[src/rtl/button_conditioner.sv]
`default_nettype none
// ============================================================================
//  Module   : button_conditioner
//  Purpose  : Synchronise, debounce and pulse-convert the oven timer's
//             increment/decrement pushbuttons and set/run switch.
//  Option   : BUTTON_AUTO_REPEAT_EN enables auto-repeat while a button is held.
//  Revision : 1.0 - initial release
// ============================================================================
module button_conditioner #(
    parameter int unsigned DEBOUNCE_CYCLES = 500000,
    parameter int unsigned REPEAT_DELAY    = 25000000,
    parameter int unsigned REPEAT_RATE     = 10000000,
    parameter int unsigned CNT_W           = 26
) (
    input  logic clk,
    input  logic rst_n,
    input  logic button1,
    input  logic button2,
    input  logic toggle_set,
    output logic inc_pulse,
    output logic dec_pulse,
    output logic inc_held,
    output logic dec_held,
    output logic run_mode
);

    localparam int unsigned NCH = 3;

    // Bit order: [0]=button1, [1]=button2, [2]=toggle_set.
    localparam logic [NCH-1:0] SYNC_RST = 3'b011;
    localparam logic [NCH-1:0] ACT_LOW  = 3'b011;

    localparam logic [CNT_W-1:0] DB_LAST = CNT_W'(DEBOUNCE_CYCLES - 1);

    localparam longint unsigned HOLD_A   = (DEBOUNCE_CYCLES > REPEAT_DELAY) ?
                                           longint'(DEBOUNCE_CYCLES) : longint'(REPEAT_DELAY);
    localparam longint unsigned HOLD_MAX = (HOLD_A > longint'(REPEAT_RATE)) ?
                                           HOLD_A : longint'(REPEAT_RATE);

    if ((CNT_W < 64) && (HOLD_MAX > ((64'd1 << CNT_W) - 64'd1))) begin : g_cnt_w_check
        $error("button_conditioner: CNT_W too narrow for the configured cycle counts");
    end

`ifdef BUTTON_AUTO_REPEAT_EN
    typedef enum logic [1:0] {
        S_IDLE   = 2'd0,
        S_PRESS  = 2'd1,
        S_REPEAT = 2'd2
    } state_t;

    localparam logic [CNT_W-1:0] DELAY_LAST = CNT_W'(REPEAT_DELAY - 1);
    localparam logic [CNT_W-1:0] RATE_LAST  = CNT_W'(REPEAT_RATE - 1);
`else
    typedef enum logic [0:0] {
        S_IDLE  = 1'b0,
        S_PRESS = 1'b1
    } state_t;
`endif

    // ------------------------------------------------------------------
    // Two-flop synchroniser on the raw asynchronous inputs
    // ------------------------------------------------------------------
    logic [NCH-1:0] raw_in;
    logic [NCH-1:0] sync1_q;
    logic [NCH-1:0] sync2_q;
    logic [NCH-1:0] level_d;

    assign raw_in = {toggle_set, button2, button1};

    always_ff @(posedge clk or negedge rst_n) begin
        if (!rst_n) begin
            sync1_q <= SYNC_RST;
            sync2_q <= SYNC_RST;
        end else begin
            sync1_q <= raw_in;
            sync2_q <= sync1_q;
        end
    end

    // Debouncers work on active-high "asserted" levels.
    assign level_d = sync2_q ^ ACT_LOW;

    // ------------------------------------------------------------------
    // Debounce: accept a new level after DEBOUNCE_CYCLES mismatching cycles
    // ------------------------------------------------------------------
    logic [NCH-1:0] deb_q;
    logic [NCH-1:0] deb_d;

    for (genvar g = 0; g < NCH; g++) begin : g_debounce
        logic [CNT_W-1:0] cnt_q;
        logic [CNT_W-1:0] cnt_d;
        logic             val_q;
        logic             val_d;

        always_comb begin
            val_d = val_q;
            cnt_d = '0;
            if (level_d[g] != val_q) begin
                if (cnt_q >= DB_LAST) begin
                    val_d = level_d[g];
                end else begin
                    cnt_d = cnt_q + CNT_W'(1);
                end
            end
        end

        always_ff @(posedge clk or negedge rst_n) begin
            if (!rst_n) begin
                cnt_q <= '0;
                val_q <= 1'b0;
            end else begin
                cnt_q <= cnt_d;
                val_q <= val_d;
            end
        end

        assign deb_q[g] = val_q;
        assign deb_d[g] = val_d;
    end

    // Pulses are suppressed while both buttons are down or the oven runs;
    // using next-cycle levels keeps suppression aligned with the *_held edges.
    logic suppress_d;
    assign suppress_d = (deb_d[0] & deb_d[1]) | deb_d[2];

    // ------------------------------------------------------------------
    // Per-button press / auto-repeat FSM with registered pulse output
    // ------------------------------------------------------------------
    logic [1:0] pulse_q;

    for (genvar b = 0; b < 2; b++) begin : g_button_fsm
        state_t state_q;
`ifdef BUTTON_AUTO_REPEAT_EN
        logic [CNT_W-1:0] rcnt_q;

        always_ff @(posedge clk or negedge rst_n) begin
            if (!rst_n) begin
                state_q    <= S_IDLE;
                rcnt_q     <= '0;
                pulse_q[b] <= 1'b0;
            end else begin
                pulse_q[b] <= 1'b0;
                if (!deb_d[b]) begin
                    // Release takes priority over any coincident repeat tick.
                    state_q <= S_IDLE;
                    rcnt_q  <= '0;
                end else begin
                    case (state_q)
                        S_IDLE: begin
                            state_q    <= S_PRESS;
                            rcnt_q     <= '0;
                            pulse_q[b] <= ~suppress_d;
                        end
                        S_PRESS: begin
                            if (rcnt_q >= DELAY_LAST) begin
                                state_q    <= S_REPEAT;
                                rcnt_q     <= '0;
                                pulse_q[b] <= ~suppress_d;
                            end else begin
                                rcnt_q <= rcnt_q + CNT_W'(1);
                            end
                        end
                        S_REPEAT: begin
                            if (rcnt_q >= RATE_LAST) begin
                                rcnt_q     <= '0;
                                pulse_q[b] <= ~suppress_d;
                            end else begin
                                rcnt_q <= rcnt_q + CNT_W'(1);
                            end
                        end
                        default: begin
                            state_q <= S_IDLE;
                            rcnt_q  <= '0;
                        end
                    endcase
                end
            end
        end
`else
        always_ff @(posedge clk or negedge rst_n) begin
            if (!rst_n) begin
                state_q    <= S_IDLE;
                pulse_q[b] <= 1'b0;
            end else begin
                pulse_q[b] <= 1'b0;
                if (!deb_d[b]) begin
                    state_q <= S_IDLE;
                end else begin
                    case (state_q)
                        S_IDLE: begin
                            state_q    <= S_PRESS;
                            pulse_q[b] <= ~suppress_d;
                        end
                        S_PRESS: begin
                            state_q <= S_PRESS;
                        end
                        default: begin
                            state_q <= S_IDLE;
                        end
                    endcase
                end
            end
        end
`endif
    end

    assign inc_pulse = pulse_q[0];
    assign dec_pulse = pulse_q[1];
    assign inc_held  = deb_q[0];
    assign dec_held  = deb_q[1];
    assign run_mode  = deb_q[2];

endmodule
`default_nettype wire
[config.mk]
export PLATFORM = sky130hd
export DESIGN_NAME = button_conditioner
export DESIGN_NICKNAME = d
export VERILOG_FILES = /design/src/rtl/button_conditioner.sv
export SDC_FILE = /design/constraint.sdc
export NUM_CORES = 1
export LEC_CHECK = 0
export BUFFER_PORTS_ARGS = -buffer_cell sky130_fd_sc_hd__buf_4
export CORE_ASPECT_RATIO = 0.7
export CORE_MARGIN = 5
export CORE_UTILIZATION = 45
export CTS_CLUSTER_SIZE = 8
export DETAILED_ROUTE_END_ITERATION = 8
export PLACE_DENSITY_LB_ADDON = 0.05
export SLEW_MARGIN = 10
export SYNTH_ARGS = -nofsm -noshare
export SYNTH_HDL_FRONTEND = slang
export SYNTH_SLANG_ARGS = --single-unit
[constraint.sdc]
create_clock -name clk -period 2.69 [get_ports clk]
set_input_delay 0.1345 -clock clk [delete_from_list [all_inputs] [get_ports clk]]
set_output_delay 0.1345 -clock clk [all_outputs]
set_load 0.05 [all_outputs]
# [Word-level counts from Yosys, hierarchy flattened]
# Cells that the tools add are included.
[op_classes] n_addsub=3 n_lt_le_gt_ge=3 eq_ne=3 mux=18 bitwise_logic=4
[ops] operator="$mux 26" count=6
[ops] operator="$add 26x1->26 const B" count=3
[ops] operator="$ge 26x19->1 const B" count=3
[ops] operator="$mux 1" count=12
[ops] operator="$ne 1x1->1" count=3
[ops] operator="$not 2->2" count=1
[ops] operator="$and 1x1->1" count=1
[ops] operator="$not 1->1" count=1
[ops] operator="$or 1x1->1" count=1
[totals] reg_bits=91 in_bits=5

# [Depth between registers and ports, before layout]
# Gate-level depths: netlist of the first run.
[logic_depth] word_depth=8 ltp_mapped=8

# [Worst setup path before layout of the first run]
# OpenSTA, ideal clock, no wires.
[synth_timing] path_kind="register to register" from="register g_debounce[0].cnt_q[0]" to="register g_debounce[0].cnt_q[10]" arrival_ns=1.731 t_required_ns=2.569 slack_ns=0.838 stages_incl_launch_ff=8 path_cell_list="dfrtp_1 > ha_1 > nand4_1 > a2111oi_0 > nor3_1 > nand2_1 > buf_2 > nor2_1"
[synth_between] elab_chain_cells=3 elab_cells_between_ends=4 cone_classes="add/sub: 1; order compare: 1; mux: 2"
[synth_rtl] element="from (decl)" line_no="90" text="logic [CNT_W-1:0] cnt_q;"
[synth_rtl] element="from (signal assigned)" line_no="112" text="cnt_q <= cnt_d;"
[synth_rtl] element="$add 26x1->26 or $ge 26x19->1 (tied branches)" line_no="102, 99"
[synth_rtl] element="$mux 26 (*)" line_no="99" text="if (cnt_q >= DB_LAST) begin"
[synth_rtl] element="$mux 26 (*)" line_no="98" text="if (level_d[g] != val_q) begin"
[synth_rtl] element="via g_debounce[0].cnt_d[10]" line_no="91" text="logic [CNT_W-1:0] cnt_d;"
# The timed path passes the listed nets; every way through them passes the cells marked *.

# [Worst setup path after layout of the first run]
[layout_timing] from="register g_debounce[0].cnt_q[0]" to="register g_debounce[0].cnt_q[3]"
# The elaborated chain is that of the path after synthesis.

==> results.md, run 1 <==
- The flow ran to the end, and the final reports show no timing, DRC or antenna violations.
- Counting flops and latches in the post-synthesis netlist gives 89.
- The power per unit of standard cell area is 645 nW/um^2.
- dfrtp_1 takes more of the synthesized area than any other cell.
- Final hold analysis gives a worst-case slack of 0.338 ns.
- The startpoint of the most critical register-to-register path is g_debounce[0].cnt_q[0].
- Before antenna repair, the detailed router went through 4 iterations.
- In this run the cell area of the synthesized design comes to 3720 sq um.
- The peak fanout along the critical path is 18.
- The switching fraction of total power is 20.6%.
- The count of flip-flops with a built-in enable after synthesis is 0.
- Input and output buffers added on the ports amount to 9.
- The actual slew at the worst max-slew pin is 0.693 ns.
- Routability-driven placement finished with a final weighted congestion of 0.754.
- Wires add up to 6400 microns.
- The worst setup path is captured at a flop.
- The initial antenna violation count is 0.
- In this run, the clock network consumes 48.5% of the power.
- The share of Yosys cell area claimed by the top area cell type is 57.1%.
- Among all stages on the critical path, the largest delay is contributed by nand2_1.
- Setup repair after global routing left no endpoint under its margin.
- Registers take 2230 sq um.
- The clock passes through at most 2 buffers.
- The class of the tightest hold or removal check is in -> async.
- The synthesis warning total is 0.
- The number of vias per cell after detailed routing is 4.90.
- The synthesized instance count is 338.
- The analysis attributes to net switching a power of 0.578 mW.
- The fraction of power consumed by sequential logic is 48.9%.
- The number of library cell types mapped by synthesis is 37.
- The maximum achievable frequency is 0.462 GHz.
- The number of gates resized after CTS is 0.
- The via count of the first global-routing pass is 2313.
- The launch point of the worst path is g_debounce[0].cnt_q[0].
- The number of fill cells is 687.
- The CTS tree is yes.
- Subtracting the final worst setup slack from the clock period gives 2.16 ns.
- The floorplan step set the die width to 119 microns.
- In the final design database the tool counted 387 nets.
- A synthesized cell averages 11.0 sq um.
- The arrival time at the worst endpoint is 2.42 ns.
- The count of routing violations after the opening detailed-route iteration is 145.
- For this design the static power due to leakage is 1.81 nW.
- On the final layout, the worst clock skew is 0.00608 ns.
- The post-detailed-route wirelength per cell is 13.2 microns.
- The initialized floorplan defines 27 standard-cell rows.
- The category of cells accounting for the largest share of critical-path delay is simple AND/OR/NAND/NOR gates.
- The CTS H-tree depth is 3.
- Entering global routing, the biggest net connects 48 pins.
- Measured against its own limit, the worst slew margin works out to 53.4%.
- In the synthesized netlist the dominant register cell turns out to be dfrtp_1.
- The fraction of layout instances using a drive strength above 1 is 9.38%.
- The tree is rooted in a clkbuf_16.
- The overall track demand over capacity in global routing is 14.4%.
- Summing all multi-input logic gate instances after layout gives 1520 sq um.
- The async set-reset flop share out of synthesis is 100%.
- The number of buffers and inverters on the critical path is 0.
- The clock reaches the later pin of the worst-skew pair after 0.34 ns.
- Cell internal power was estimated by the tool at 2.23 mW.
- The global route total overflow is 0.
- The number of endpoints with negative hold slack in the final report is 0.
- The critical path is of the reg -> reg type.
- The post-synthesis sequential area ratio is 59.9%.
- For this run, the slowest stage of the critical path takes 0.49 ns.
- The die is 86.1 microns tall.
- Counting every sink on the clock net gives 89.
- The most common cell after layout, fill and taps aside is dfrtp_1.
- The number of failing setup endpoints in the final timing report is 0.
- The count of inserted antenna diode cells is 0.
- The period utilization is 80.4%.
- For this block, the via count after detailed routing is 2378.
- Of the total power, combinational logic draws 2.6%.
- The final design utilization is 54.7%.
- The initial standard-cell utilization of the core is 46.7%.
- Across the run, the number of max-cap violations was 0.
- The summed negative setup slack over all endpoints is 0 ns.
- The area growth from synthesis to layout is 17.1%.
- The critical path required time is 2.95 ns.
- VDD sags by at most 0.419 mV.
- Walking the worst path, the cells encountered are ha_1, nand4_1, a2111oi_0, nor3_1, nand2_1, nor2_1.
- The number of buffers created by CTS is 9.
- The standard cell core area is 7970 sq um.
- The category of the worst setup path launch point is a flop.
- 10 I/O pins were placed.
- The die covers 10200 sq um.
- The first global-routing pass estimated 11400 microns of wire.
- In the routed design, unresolved DRC markers number 0.
- By area the synthesized netlist is led by dfrtp_1, nor2_1, xor2_1.
- Clock-pin slew was measured on the worst setup and hold paths at 0.06 ns.
- The post-detailed-route count of antenna-violating nets is 0.
- In the layout the commonest cells are dfrtp_1, nor2_1, xor2_1.
- The count of final max-slew check failures was 0.
- Detailed placement ended at an HPWL of 4290 microns.
final timing paths:
check                           depth (start not counted)                 endpoint  slack (ns)
max in group asynchronous                               3               sync1_q[1]        1.66
worst min-delay path                                    2  g_debounce[1].cnt_q[12]        0.34
worst max-delay path                                    6   g_debounce[0].cnt_q[3]        0.53
min in group clk                                        0               sync2_q[2]        0.36
worst min register to register                          0               sync2_q[2]        0.36
worst max register to register                          6   g_debounce[0].cnt_q[3]        0.53
flip-flops by register name (all words and copies together), names as in the netlist:
signal                cells
inc_pulse                 1
g_debounce.cnt_q         78
dec_pulse                 1
run_mode                  1
g_button_fsm.state_q      2
sync1_q                   3
sync2_q                   3
repair_timing:
action                                 4_1_cts  5_1_grt
hold buffers                                 4        0
buffers inserted                             0        0
endpoints found under the hold margin       47        0
per-stage QoR:
step	worst slack, ns	instances	total power [mW]	cell area (sq um)
final	0.527	485	2.81	4360
after global placement	0.592	465	1.47	3990
after floorplan	0.838	358	1.42	3800
after global routing	0.176	485	2.93	4360
after CTS	0.497	485	2.86	4360
after detailed placement	0.530	465	1.47	3990
layout make-up:
type | count | area share [%]
Sequential cell | 89 | 51.2
Multi-Input combinational cell | 257 | 34.7
Clock buffer | 11 | 5.57
Timing Repair Buffer | 14 | 2.93
Tap cell | 101 | 2.90
Clock inverter | 5 | 2.01
Inverter | 8 | 0.688
Yosys cell counts, drive strengths merged (3+ instances only):
library cell,number
xor2,27
nand3,18
ha,3
xnor2,25
buf,3
dfstp,4
nand4,14
nor4,8
nor3,10
or2,3
or4,3
inv,8
nor2,68
nand2,21
and3,8
and4,10
dfrtp,85
power by group through the flow:
| stage | clock network, mW | registers [mW] | logic [mW] |
|---|---|---|---|
| finish | 1.36 | 1.38 | 0.0718 |
| global route | 1.47 | 1.38 | 0.0841 |
| CTS | 1.41 | 1.38 | 0.0746 |
| detailed placement | 0 | 1.40 | 0.0701 |
| global placement | 0 | 1.40 | 0.0693 |
| floorplan | 0 | 1.41 | 0.0154 |
per-layer routing:
| layer | routed length [microns] | global-route usage (%) | share of wire [%] | vias up |
|---|---|---|---|---|
| li1 | - | - | - | 1220 |
| met1 | 3570 | 21.0 | 56 | 1131 |
| met2 | 2520 | 19.3 | 39 | 20 |
| met3 | 217 | 5.80 | 3.4 | 7 |
| met4 | 86 | 4.42 | 1.3 | 0 |
| met5 | 0 | 0 | 0 | - |
cells by family (layout without fill, tap and decap cells):
group / count (synthesis) / count (layout) / share of synthesized area [%]
mux: 2 / 2 / 0.538
compound gates: 13 / 13 / 2.65
buf+inv: 12 / 38 / 1.38
other cells: 1 / 21 / 0.101
simple gates: 166 / 166 / 22.1
flops: 89 / 89 / 59.9
fa+ha+maj: 3 / 3 / 1.01
xor+xnor: 52 / 52 / 12.2
Power figures use the tool's default switching activity.
==> run 2, diff against run 1 <==
Settings changed: ABC_AREA from default to 1.
Clock period 2.69 ns to 1.9 ns, I/O delays scaled along.
==> results.md, run 2 <==
- The multiplexer fraction of the synthesized cell area is 0% (-0.54 points).
- The post-synthesis average cell area was 9.24 sq um (-16%).
- The fraction of layout instances using a drive strength above 1 was 19.9% (+11 points).
- In the post-synthesis netlist, the cell with the most instances is nand2_1.
- The largest registers in the layout are g_debounce.cnt_q x78, sync1_q x3, sync2_q x3.
- The overall track demand over capacity in global routing is 14.4% (about the same).
- The summed instance area of the synthesized netlist is 4330 sq um (+16%).
- The number of buffers created by CTS came to 9 (unchanged).
- The critical path is of the reg -> reg type.
- The post-detailed-route count of antenna-violating nets is 0 (unchanged).
- The maximum achievable frequency is 0.580 GHz (+25%).
- The via count of the first global-routing pass is 2881 (+25%).
- The pre-CTS worst setup slack is 0.134 ns (-0.397 ns).
- The CTS tree is yes.
- The endpoint class of the critical path is a flop.
- The area share of fa/ha/maj cells after synthesis came to 0.868% (-0.14 points).
- The largest net degree at the start of global routing was 37 (-23%).
- The smallest setup slack after layout came to 0.177 ns (-0.351 ns).
- Compared with the post-synthesis result, the final layout area differs by 14.5%.
- dfrtp_1 takes more of the synthesized area than any other cell.
- The slowest library cell on the worst path is dfrtp_1.
- The area occupied by multi-input gates is 1910 sq um (+26%).
- The startpoint of the most critical register-to-register path is g_debounce[1].cnt_q[0].
- The synthesis warning total was 0 (unchanged).
- The flip-flop count of the largest register, all copies and words added came to 78 (unchanged).
- The number of vias per cell after detailed routing was 4.58 (-6.7%).
- The signal on the critical path passes through ha_1, nand3_1, inv_1, nand4_1, or2_1, o21ai_0, nor2_2.
- The final HPWL from detailed placement is 5330 microns (+24%).
- The count of maximum capacitance violations is 0 (unchanged).
- The number of endpoints with negative hold slack in the final report is 0 (unchanged).
- The register name with the most flops is g_debounce.cnt_q.
- The flip-flop and latch area is 2230 sq um (unchanged).
- The count of flip-flops with a built-in enable after synthesis was 0 (unchanged).
- The synthesized-area fraction occupied by ao, oa, aoi and oai cells came to 3.44% (+0.79 points).
- The initial antenna violation count was 0 (unchanged).
- STA classifies the critical path startpoint as a flop.
- The biggest cell delay along the critical path is 0.39 ns (-0.10 ns).
- The number of nets at the end of the flow is 520 (+34%).
- The final weighted congestion of routability-driven global placement is 0.828 (+9.7%).
- The internal reg-to-reg setup slack came to 0.18 ns (-0.35 ns).
- The number of post-CTS setup repair buffers is 0 (unchanged).
- The total of buffers placed on input and output ports is 9 (unchanged).
- The async set-reset flop share out of synthesis is 100% (unchanged).
- The actual slew at the worst max-slew pin is 0.612 ns (-0.0814 ns).
- The detailed-route wire length is 7420 microns (+16%).
- The share of Yosys cell area claimed by the top area cell type is 49.2% (-7.9 points).
- The power per unit of standard cell area is 747 nW/um^2 (+16%).
- The count of TritonRoute iterations in the first routing pass is 4 (unchanged).
- The number of register bits inferred by synthesis is 89 (unchanged).
- The global route total overflow was 0 (unchanged).
- Setup repair after global routing left no endpoint under its margin.
- The number of I/O pins is 10 (unchanged).
- The insertion delay to the later sink of the worst-skew pair is 0.34 ns (about the same).
- The most common cell after layout, fill and taps aside is nand2_1.
- The flow ran to the end, and the final reports show no timing, DRC or antenna violations.
- In the layout the commonest cells are nand2_1, dfrtp_1, nor2_1.
- The commonest cells after synthesis are nand2_1, dfrtp_1, nor2_1.
- The number of failing setup endpoints in the final timing report was 0 (unchanged).
- The count of routing violations after the opening detailed-route iteration is 150 (+3.4%).
- The summed negative setup slack over all endpoints is 0 ns (unchanged).
- The clock input transition at the sequential cells of the worst setup and hold paths came to 0.06 ns (about the same).
- The arrival time at the worst endpoint is 1.94 ns (-0.48 ns).
- The leakage power summed over all cells is 2.25 nW (+25%).
- The worst clock skew was 0.00557 ns (-0.000506 ns).
- The critical path required time is 2.12 ns (-0.83 ns).
- The class of the tightest hold or removal check is in -> async.
- The post-detailed-route wirelength per cell was 11.6 microns (-12%).
- The placement row count came to 29 (+7.4%).
- The global-route wire length before repair is 13500 microns (+19%).
- In this run the critical register-to-register path is captured at g_debounce[1].cnt_q[14].
- The number of library cell types mapped by synthesis is 42 (+14%).
- The maximum resistive drop on vdd came to 0.552 mV (+32%).
- The post-synthesis sequential area ratio is 51.6% (-8.3 points).
- The final critical-path required period is 1.72 ns (-0.439 ns).
- The final design utilization is 53.7% (-0.97 points).
- The initial standard-cell utilization of the core is 46.9% (+0.23 points).
- The total DRC errors in the routed layout is 0 (unchanged).
- The length in cells of the worst reg-to-reg path is 7 (+1).
- The count of final max-slew check failures came to 0 (unchanged).
- The maximum count of clock buffers along a single path is 2 (unchanged).
- The synthesized instance count is 468 (+38%).
- The post-synthesis xor/xnor area fraction came to 4.66% (-7.6 points).
- In the post-synthesis netlist, the biggest area contributors are dfrtp_1, nand2_1, nor2_1.
- The detailed-route via count is 2933 (+23%).
- The peak fanout along the critical path is 3 (-15).
- The post-synthesis share of cell area spent on and, or, nand and nor gates came to 32.8% (+11 points).
- The sink count of the clock tree is 89 (unchanged).
- The primary flip-flop cell chosen by synthesis mapping is dfrtp_1.
- The die outline width is 127 microns (+7.1%).
- The overall power consumption is 3.70 mW (+31%).
- The root buffer cell is clkbuf_16.
- The combinational family with the most area after synthesis is simple AND/OR/NAND/NOR gates.
- The CTS H-tree depth was 3 (unchanged).
- The count of inserted antenna diode cells came to 0 (unchanged).
- The die area came to 11700 sq um (+14%).
- The number of fill cells is 864 (+26%).
- The standard cell core area is 9220 sq um (+16%).
- The die height came to 92.0 microns (+6.9%).
- The period utilization is 90.7% (+10 points).
- The normalized max-slew margin is 59.1% (+5.7 points).
run 2: how the worst max path moves through the flow:
stage | depth (start not counted) | slack (ns) | endpoint | startpoint
2_1_floorplan | 11 | 0.38 | g_debounce[2].cnt_q[2] | g_debounce[2].cnt_q[0]
3_3_place_gp | 11 | 0.16 | g_debounce[0].cnt_q[16] | g_debounce[0].cnt_q[0]
3_5_place_dp | 10 | 0.13 | g_debounce[1].cnt_q[9] | g_debounce[1].cnt_q[0]
4_1_cts | 10 | 0.12 | g_debounce[1].cnt_q[3] | g_debounce[1].cnt_q[0]
5_1_grt | 11 | 0.02 | inc_pulse | g_debounce[2].cnt_q[0]
6_report | 7 | 0.18 | g_debounce[1].cnt_q[14] | g_debounce[1].cnt_q[0]
run 2: report_power, final:
part / internal [mW] / total [mW] / switching [mW]
clock: 0.917 / 1.62 / 0.703
combinational: 0.0363 / 0.127 / 0.0910
sequential: 1.93 / 1.95 / 0.0166
run 2: final cells by class:
cell class,count,area share [%]
well taps,124,3.13
clock buffers,11,4.90
clock inverters,5,0.632
inverters,60,4.65
repair buffers,17,3.11
flip-flops and latches,89,45.1
multi-input cells,335,38.5
run 2: per-stage QoR:
stage | instances | cell area, sq um | hold WS, ns
finish | 641 | 4950 | 0.262
global route | 641 | 4950 | 0.321
CTS | 641 | 4930 | 0.266
detailed placement | 621 | 4610 | 0.0889
global placement | 621 | 4610 | 0.0861
floorplan | 488 | 4400 | -0.201
run 2: cells by family (layout without fill, tap and decap cells):
logic type | after synthesis | in the layout
flops | 89 | 89
other cells | 1 | 21
compound gates | 26 | 26
fa+ha+maj | 3 | 3
xor+xnor | 23 | 23
simple gates | 262 | 262
buf+inv | 64 | 93
run 2: critical path, delay by kind of cell (launching register included):
kind | cells | cell delay, ns
simple gates | 4 | 0.68
buf+inv | 1 | 0.11
fa+ha+maj | 1 | 0.22
compound gates | 1 | 0.22
flops | 1 | 0.39
run 2: metal layers:
metal | up-vias | GRT usage [%] | wire (microns)
met5 | - | 0 | 0
met4 | 0 | 5.27 | 103
met3 | 11 | 4.01 | 221
met2 | 28 | 20.6 | 3220
met1 | 1351 | 20.7 | 3870
li1 | 1543 | - | -
run 2: repair_timing:
item | 4_1_cts | 5_1_grt
hold buffers | 4 | 0
endpoints found under the hold margin | 33 | 0
setup endpoints to repair | 0 | 6
resized for setup | 0 | 5
